[src/rtl/aho_run_ctrl.sv]
// rtl/aho_run_ctrl.sv - AHO run controller: steps 1..LEN, flags multiples of 3/5/7, counts hits
module aho_run_ctrl #(
   parameter int W = 16
) (
   input  logic         CLK,
   input  logic         RST,
   input  logic         START,
   input  logic [W-1:0] LEN,
   input  logic [2:0]   MASK,
   input  logic         ABORT,
   output logic         BUSY,
   output logic         STEP,
   output logic [W-1:0] IDX,
   output logic         HIT,
   output logic         DONE_VALID,
   input  logic         DONE_READY,
   output logic [W-1:0] HIT_CNT
);

   typedef enum logic [1:0] {S_IDLE, S_RUN, S_DONE} state_t;

   state_t       r_state;
   state_t       w_state_nxt;
   logic [W-1:0] r_idx;
   logic [W-1:0] r_len;
   logic [2:0]   r_mask;
   logic [W-1:0] r_hit_cnt;
   logic [1:0]   r_r3;
   logic [2:0]   r_r5;
   logic [2:0]   r_r7;
   logic         w_run;
   logic         w_last;
   logic         w_hit;

   assign w_run  = (r_state == S_RUN);
   assign w_last = (r_idx == r_len);
   // Residues track IDX mod 3/5/7 incrementally, so a hit is just a zero test.
   assign w_hit  = w_run & |(r_mask & {(r_r7 == 3'd0), (r_r5 == 3'd0), (r_r3 == 2'd0)});

   assign BUSY       = (r_state != S_IDLE);
   assign STEP       = w_run;
   assign IDX        = r_idx;
   assign HIT        = w_hit;
   assign DONE_VALID = (r_state == S_DONE);
   assign HIT_CNT    = r_hit_cnt;

   always_ff @(posedge CLK or negedge RST) begin
      if (!RST) begin
         r_state <= S_IDLE;
      end else begin
         r_state <= w_state_nxt;
      end
   end

   always_comb begin
      w_state_nxt = r_state;
      case (r_state)
         S_IDLE: begin
            if (START) begin
               w_state_nxt = (LEN == '0) ? S_DONE : S_RUN;
            end
         end
         S_RUN: begin
            if (ABORT) begin
               w_state_nxt = S_IDLE;
            end else if (w_last) begin
               w_state_nxt = S_DONE;
            end
         end
         S_DONE: begin
            if (DONE_READY) begin
               w_state_nxt = S_IDLE;
            end
         end
         default: w_state_nxt = S_IDLE;
      endcase
   end

   always_ff @(posedge CLK or negedge RST) begin
      if (!RST) begin
         r_idx     <= '0;
         r_len     <= '0;
         r_mask    <= '0;
         r_hit_cnt <= '0;
         r_r3      <= '0;
         r_r5      <= '0;
         r_r7      <= '0;
      end else begin
         case (r_state)
            S_IDLE: begin
               if (START) begin
                  r_hit_cnt <= '0;
                  if (LEN != '0) begin
                     r_len  <= LEN;
                     r_mask <= MASK;
                     r_idx  <= {{(W-1){1'b0}}, 1'b1};
                     r_r3   <= 2'd1;
                     r_r5   <= 3'd1;
                     r_r7   <= 3'd1;
                  end
               end
            end
            S_RUN: begin
               // An aborted cycle neither counts its hit nor advances the index.
               if (!ABORT) begin
                  r_hit_cnt <= r_hit_cnt + {{(W-1){1'b0}}, w_hit};
                  if (!w_last) begin
                     r_idx <= r_idx + {{(W-1){1'b0}}, 1'b1};
                     r_r3  <= (r_r3 == 2'd2) ? 2'd0 : r_r3 + 2'd1;
                     r_r5  <= (r_r5 == 3'd4) ? 3'd0 : r_r5 + 3'd1;
                     r_r7  <= (r_r7 == 3'd6) ? 3'd0 : r_r7 + 3'd1;
                  end
               end
            end
            default: ;
         endcase
      end
   end

endmodule

[config.mk]
export PLATFORM = sky130hd
export DESIGN_NAME = aho_run_ctrl
export DESIGN_NICKNAME = d
export VERILOG_FILES = /design/src/rtl/aho_run_ctrl.sv
export SDC_FILE = /design/constraint.sdc
export NUM_CORES = 1
export LEC_CHECK = 0
export BUFFER_PORTS_ARGS = -buffer_cell sky130_fd_sc_hd__buf_2
export CAP_MARGIN = 20
export CORE_ASPECT_RATIO = 1.75
export CORE_MARGIN = 2
export CORE_UTILIZATION = 50
export CTS_CLUSTER_DIAMETER = 150
export DETAILED_ROUTE_END_ITERATION = 10
export PLACE_DENSITY = 0.77
export SYNTH_ARGS = -nofsm -noshare
export SYNTH_HDL_FRONTEND = slang
export SYNTH_SLANG_ARGS = --single-unit
[constraint.sdc]
create_clock -name CLK -period 2.18 [get_ports CLK]
set_input_delay 0.436 -clock CLK [delete_from_list [all_inputs] [get_ports CLK]]
set_output_delay 0.436 -clock CLK [all_outputs]
set_load 0.01 [all_outputs]
==> results of run 1 <==
-- cells in the final DEF (no fill, tap or decap), types with 2 or more instances in the layout --
cell type,synthesis,layout
ha_1,5,4
inv_1,11,9
buf_2,4,59
inv_2,0,2
nor2_1,27,27
o31ai_1,8,8
nand4_1,14,14
nand2b_1,4,4
and2_1,3,3
xor2_1,10,10
or3_1,4,4
buf_4,2,30
clkbuf_1,10,2
nor4_1,5,5
a21oi_1,14,13
nand3_2,0,2
o21ai_0,13,13
clkbuf_8,0,10
buf_12,0,2
nor3_1,2,2
and4_1,5,5
and3_1,2,2
dfrtp_1,61,61
xnor2_1,19,19
nand3b_1,2,2
mux2_2,2,2
nand3_1,11,9
or4_1,9,9
nor4b_1,3,2
bufinv_16,0,3
o211ai_1,6,6
nand2_1,74,74
-- sequential cells by signal (all words and copies together), names as in the netlist --
register,cells
HIT_CNT,16
IDX,16
r_len,16
r_mask,3
r_r3,2
r_r5,3
r_r7,3
r_state,2
-- critical path, stage by stage, from the launching register on --
cell	delay, ps
dfrtp_1	400
nor4b_2	270
a21oi_1	80
a21oi_2	180
ha_1	190
inv_1	70
a211oi_4	180
nand3_2	140
or4_1	480
nand2_1	70
-- layout make-up --
class	instances	area [um^2]	area share (%)
repair buffers	91	561	13.8
inverters	11	41.3	1.02
clock inverters	4	95.1	2.35
multi-input cells	260	1580	39.0
flip-flops and latches	61	1530	37.7
well taps	80	100	2.47
clock buffers	12	145	3.58
-- synth_stat cells (4+ instances only) --
| cell | number | share of area [%] |
|---|---|---|
| o31ai_1 | 8 | 1.9 |
| dfrtp_1 | 61 | 48 |
| xor2_1 | 10 | 2.8 |
| nand2_1 | 74 | 8.8 |
| nor2_1 | 27 | 3.2 |
| o21ai_0 | 13 | 2.1 |
| a21oi_1 | 14 | 2.2 |
| nand4_1 | 14 | 2.8 |
| clkbuf_1 | 10 | 1.2 |
| nor4_1 | 5 | 0.99 |
| or3_1 | 4 | 0.79 |
| inv_1 | 11 | 1.3 |
| nand2b_1 | 4 | 0.79 |
| o211ai_1 | 6 | 1.4 |
| nand3_1 | 11 | 1.7 |
| xnor2_1 | 19 | 5.3 |
| ha_1 | 5 | 2.0 |
| buf_2 | 4 | 0.63 |
| or4_1 | 9 | 2.1 |
| and4_1 | 5 | 1.4 |
-- routing by layer --
| metal | vias to the layer above | GRT usage, % |
|---|---|---|
| met4 | 0 | 10.6 |
| met1 | 1387 | 23.6 |
| li1 | 1391 | - |
| met5 | - | 0 |
| met2 | 86 | 43.4 |
| met3 | 16 | 5.68 |
-- cells by family (layout without fill, tap and decap cells) --
family | count (synthesis) | in the layout
simple gates | 171 | 171
flops | 61 | 61
compound gates | 52 | 52
xor+xnor | 29 | 29
buf+inv | 27 | 118
fa+ha+maj | 5 | 5
mux | 3 | 3
-- worst paths after layout --
| kind | startpoint | to | slack [ps] | depth (start not counted) |
|---|---|---|---|---|
| max reg2reg | r_r7[0]$_DFFE_PN0P_ | HIT_CNT[15]$_DFFE_PN0P_ | 60 | 9 |
| max | r_r7[0]$_DFFE_PN0P_ | HIT_CNT[15]$_DFFE_PN0P_ | 60 | 9 |
| min in group CLK | MASK[1] | r_mask[1]$_DFFE_PN0P_ | 270 | 3 |
| max in group asynchronous | RST | r_len[10]$_DFFE_PN0P_ | 1830 | 2 |
| min reg2reg | r_len[10]$_DFFE_PN0P_ | r_len[10]$_DFFE_PN0P_ | 500 | 2 |
| min | RST | HIT_CNT[11]$_DFFE_PN0P_ | 80 | 2 |
-- power by group --
| group | total (uW) | switching, uW | internal [uW] | leakage [uW] |
|---|---|---|---|---|
| logic | 1440 | 787 | 658 | 0.00102 |
| clock network | 1230 | 437 | 790 | 0.000121 |
| registers | 1660 | 252 | 1410 | 0.000799 |
| total | 4340 | 1480 | 2860 | 0.00194 |
-- per-stage QoR --
step                area [um^2]  setup TNS [ps]
floorplan                  3190           -48.7
global placement           3740               0
detailed placement         3740               0
CTS                        3980               0
global route               4050           -42.7
finish                     4050               0
-- timing repair --
action	4_1_cts	5_1_grt
endpoints found under the setup margin	0	9
buffers inserted	0	6
hold endpoints to repair	0	0
resized for setup	0	6
==> flow_summary.yaml, run 1 <==
placed_design:
  dp_worst_setup_slack_ps: 71.4
  place.gp.congestion: 0.814
  dp_cells: 497
  post-dp-hpwl_um: 5680
  place.port_buffers: 59
status:
  status: "complete, no violations"
timing:
  rsz0062_at_grt: "yes"
  min_period_ps: 2120
  worstMarginPinSlew_ps: 712
  hold_viol_final: 0
  fin_crit_sh_pct: 97.4
  slew_headroom_pct: 52.1
  holdWs_ps: 83.6
  finalSetupViolCount: 0
  slew_violations: 0
  finClkSkew_ps: 11.9
  worst_slack_ps: 57.6
  max_freq_mhz: 471
grt:
  antenna_found_initial: 0
  grt_pass1_vias: 2758
  gr-total-overflow: 0
  grt_max_degree: 62
  track_usage_pct: 23.1
  grt_pass1_wl_um: 12400
clock_tree:
  clk_latency_ps: 350
  cts_hold_buf: 0
  cts_sinks: 61
  root_buffer: "clkbuf_8"
  numCtsBuffers: 9
  clk_pin_slew_worst_paths_ps: 70
  clockBufferDepth: 2
  h-tree-depth: 3
  cts_tree: "yes"
detailed_routing:
  wl_per_cell_um: 15.0
  firstDrtPassIters: 4
  top_layer_used: "met4"
  wl_met1_um: 2940
  via_per_inst: 5.55
  ant_nets: 0
  wl_met2_um: 4330
  drc: 0
  wl_met3_um: 367
  drt_iter0_markers: 109
  wirelength_um: 7810
  vias: 2880
floorplanning:
  die_h_um: 109
  start_util_pct: 51.2
  core.rowCount: 38
  core_mm2: 0.00618
  die-area_mm2: 0.00701
  die_w_um: 64.2
  io-pin-count: 60
setup_path:
  cp.required_ps: 2470
  startpoint_type: "flip-flop"
  path_class: "flip-flop to flip-flop"
  crit_fanout: 5
  cp-end-kind: "flip-flop"
  arrival_ps: 2410
pwr:
  leakagePower_uw: 0.00194
  peakVddDrop_mv: 0.714
  total_power_uw: 4340
  p_per_area_mw_per_mm2: 1070
yosys:
  yosysUniqueCellTypes: 45
  synth_compound_area_share_pct: 10.5
  syn-num-nets: 377
  synth_enable_flop_cells: 0
  avgSynthCellArea_um2: 9.10
  synthXorXnorAreaFrac_pct: 8.02
  syn_area_mm2: 0.00317
  yosys_warnings: 0
  ys_seq_area_share_pct: 48.2
  synthMuxAreaShare_pct: 1.03
  synth_top_family_by_area: "simple AND/OR/NAND/NOR gates"
  async_flop_share_pct: 100
  ys.flop_type: "dfrtp_1"
  synth-simple-area-share_pct: 26.6
  synth_seq_cells: 61
  synth_adder_area_share_pct: 1.98
  syn-instance-count: 348
finish:
  drive_gt1_share_pct: 27.3
  diodes: 0
  nets: 463
  final_core_util_pct: 65.5
  stdcell_count: 519
  num-fill-cells: 510
  areaGrowthSynthToFinish_pct: 27.9
hold_path:
  min_path_type: "input port to asynchronous set/reset pin"
flow_run:
  maxCapViolations: 0
Note: power is estimated with default switching activity, not from simulation.
==> inputs of run 2 (changes only) <==
--- a/config.mk
+++ b/config.mk
@@ -9,10 +9,11 @@
 export CAP_MARGIN = 20
 export CORE_ASPECT_RATIO = 1.75
 export CORE_MARGIN = 2
-export CORE_UTILIZATION = 50
-export CTS_CLUSTER_DIAMETER = 150
+export CORE_UTILIZATION = 52
+export CTS_BUF_LIST = sky130_fd_sc_hd__clkbuf_4 sky130_fd_sc_hd__clkbuf_8
+export CTS_CLUSTER_DIAMETER = 200
 export DETAILED_ROUTE_END_ITERATION = 10
-export PLACE_DENSITY = 0.77
+export PLACE_DENSITY = 0.8
 export SYNTH_ARGS = -nofsm -noshare
 export SYNTH_HDL_FRONTEND = slang
 export SYNTH_SLANG_ARGS = --single-unit
==> flow_summary.yaml, run 2 (synthesis results as in run 1) <==
grt:
  track_usage_pct: 25.0
  grt_pass1_wl_um: 12900
  gr-total-overflow: 0
  antenna_found_initial: 0
  grt_pass1_vias: 2805
  grt_max_degree: 27
setup_path:
  cp.required_ps: 2470
  path_class: "flip-flop to flip-flop"
  worstReg2RegEnd: "HIT_CNT[15]$_DFFE_PN0P_"
  cp-end-kind: "flip-flop"
  arrival_ps: 2370
  ff2ff_setup_slack_ps: 100
  startpoint_type: "flip-flop"
  reg2regPathDepth: 10
  reg2reg_from: "r_r5[0]$_DFFE_PN0P_"
  crit_fanout: 5
placed_design:
  place.port_buffers: 59
  placed_cell_area_mm2: 0.00374
  post-dp-hpwl_um: 5880
  place.gp.congestion: 0.839
floorplanning:
  start_util_pct: 53.9
  die-area_mm2: 0.00675
  io-pin-count: 60
  core_mm2: 0.00588
  die_h_um: 107
  die_w_um: 63.0
  core.rowCount: 37
timing:
  finClkSkew_ps: 8.55
  max_freq_mhz: 481
  holdWs_ps: 41.6
  timing.setup.tns_ps: 0
  slew_violations: 0
  slew_headroom_pct: 57.5
  worstMarginPinSlew_ps: 631
  min_period_ps: 2080
  finalSetupViolCount: 0
  hold_viol_final: 0
  fin_crit_sh_pct: 95.3
pwr:
  leakagePower_uw: 0.00191
  p_per_area_mw_per_mm2: 1020
  peakVddDrop_mv: 0.652
detailed_routing:
  drt_iter0_markers: 164
  drc: 0
  via_per_inst: 5.59
  firstDrtPassIters: 4
  wl_per_cell_um: 15.3
  wirelength_um: 7850
  ant_nets: 0
  vias: 2871
finish:
  num-fill-cells: 483
  diodes: 0
  final_area_mm2: 0.00395
  areaGrowthSynthToFinish_pct: 24.8
  mostFrequentLayoutCell: "nand2_1"
  layout_common_cells: "74 x nand2_1, 61 x dfrtp_1, 59 x buf_2"
  nets: 460
  drive_gt1_share_pct: 26.6
clock_tree:
  clockBufferDepth: 2
  cts_hold_buf: 0
  cts_sinks: 61
  cts_tree: "yes"
  clk_latency_ps: 350
  numCtsBuffers: 9
  clk_pin_slew_worst_paths_ps: 70
  root_buffer: "clkbuf_8"
  h-tree-depth: 3
flow_run:
  maxCapViolations: 0
hold_path:
  min_path_type: "input port to asynchronous set/reset pin"
status:
  status: "complete, no violations"
-- run 2: cell count changes in the layout (fill, tap and decap cells not counted), moves of 2 or more --
| cell | delta |
|---|---|
| bufinv_16 | -2 |
| clkinv_2 | +3 |
| clkbuf_1 | -2 |
| inv_1 | +2 |
| buf_4 | -2 |
| inv_2 | -2 |
-- run 2: worst max path at each step --
stage | start | to | slack, ps | cells past startpoint
after global routing | r_r5[0]$_DFFE_PN0P_ | HIT_CNT[15]$_DFFE_PN0P_ | -20 | 10
final | r_r5[0]$_DFFE_PN0P_ | HIT_CNT[15]$_DFFE_PN0P_ | 100 | 10
after global placement | r_r7[1]$_DFFE_PN0P_ | HIT_CNT[15]$_DFFE_PN0P_ | 150 | 9
after floorplan | r_r7[1]$_DFFE_PN0P_ | HIT_CNT[15]$_DFFE_PN0P_ | -50 | 9
after CTS | r_r7[1]$_DFFE_PN0P_ | HIT_CNT[15]$_DFFE_PN0P_ | 30 | 9
after detailed placement | r_r7[2]$_DFFE_PN0P_ | HIT_CNT[15]$_DFFE_PN0P_ | 50 | 9
-- run 2: stage by stage --
stage / std cells / util [%] / setup slack, ps / total power [uW]
after floorplan: 348 / - / -48.7 / 2500
after global placement: 497 / 63.6 / 153 / 3000
after detailed placement: 497 / 63.6 / 47.5 / 3050
after CTS: 513 / 66.9 / 34.8 / 4070
after global routing: 514 / 67.2 / -17.9 / 4320
final: 514 / 67.2 / 103 / 4050
-- run 2: metal layers --
metal / up-vias / GRT usage, % / part of all wire (%) / wire length [um]
li1: 1387 / - / - / -
met1: 1374 / 25.5 / 36 / 2850
met2: 94 / 46.1 / 56 / 4420
met3: 16 / 4.51 / 4.2 / 326
met4: 0 / 15.4 / 3.2 / 251
met5: - / 0 / 0 / 0
-- run 2: repair_timing --
| item | 4_1_cts | 5_1_grt |
|---|---|---|
| setup endpoints to repair | 0 | 6 |
| gates resized for setup | 0 | 2 |
| setup buffers | 0 | 1 |
-- run 2: report_power, final --
group          internal, uW  total (uW)  switching (uW)
Combinational           614        1410             794
Clock                   563         996             432
Sequential             1410        1650             233
Total                  2590        4050            1460
-- run 2: cell type report --
| type | count | area (um^2) | area share [%] |
|---|---|---|---|
| multi-input combinational | 260 | 1570 | 39.6 |
| tap | 78 | 97.6 | 2.47 |
| clock inverter | 5 | 50.0 | 1.27 |
| inverter | 11 | 41.3 | 1.04 |
| clock buffer | 11 | 145 | 3.67 |
| sequential | 61 | 1530 | 38.6 |
| timing repair buffer | 88 | 526 | 13.3 |
-- run 2: worst max-delay path, stage by stage, from the launching register on --
cell and delay (ps):
dfrtp_1 390, inv_1 100, ha_2 200, nand3b_1 90, a21oi_2 160, ha_1 160
inv_1 60, a211oi_4 180, nand3_2 130, or4_1 480, nand2_1 70
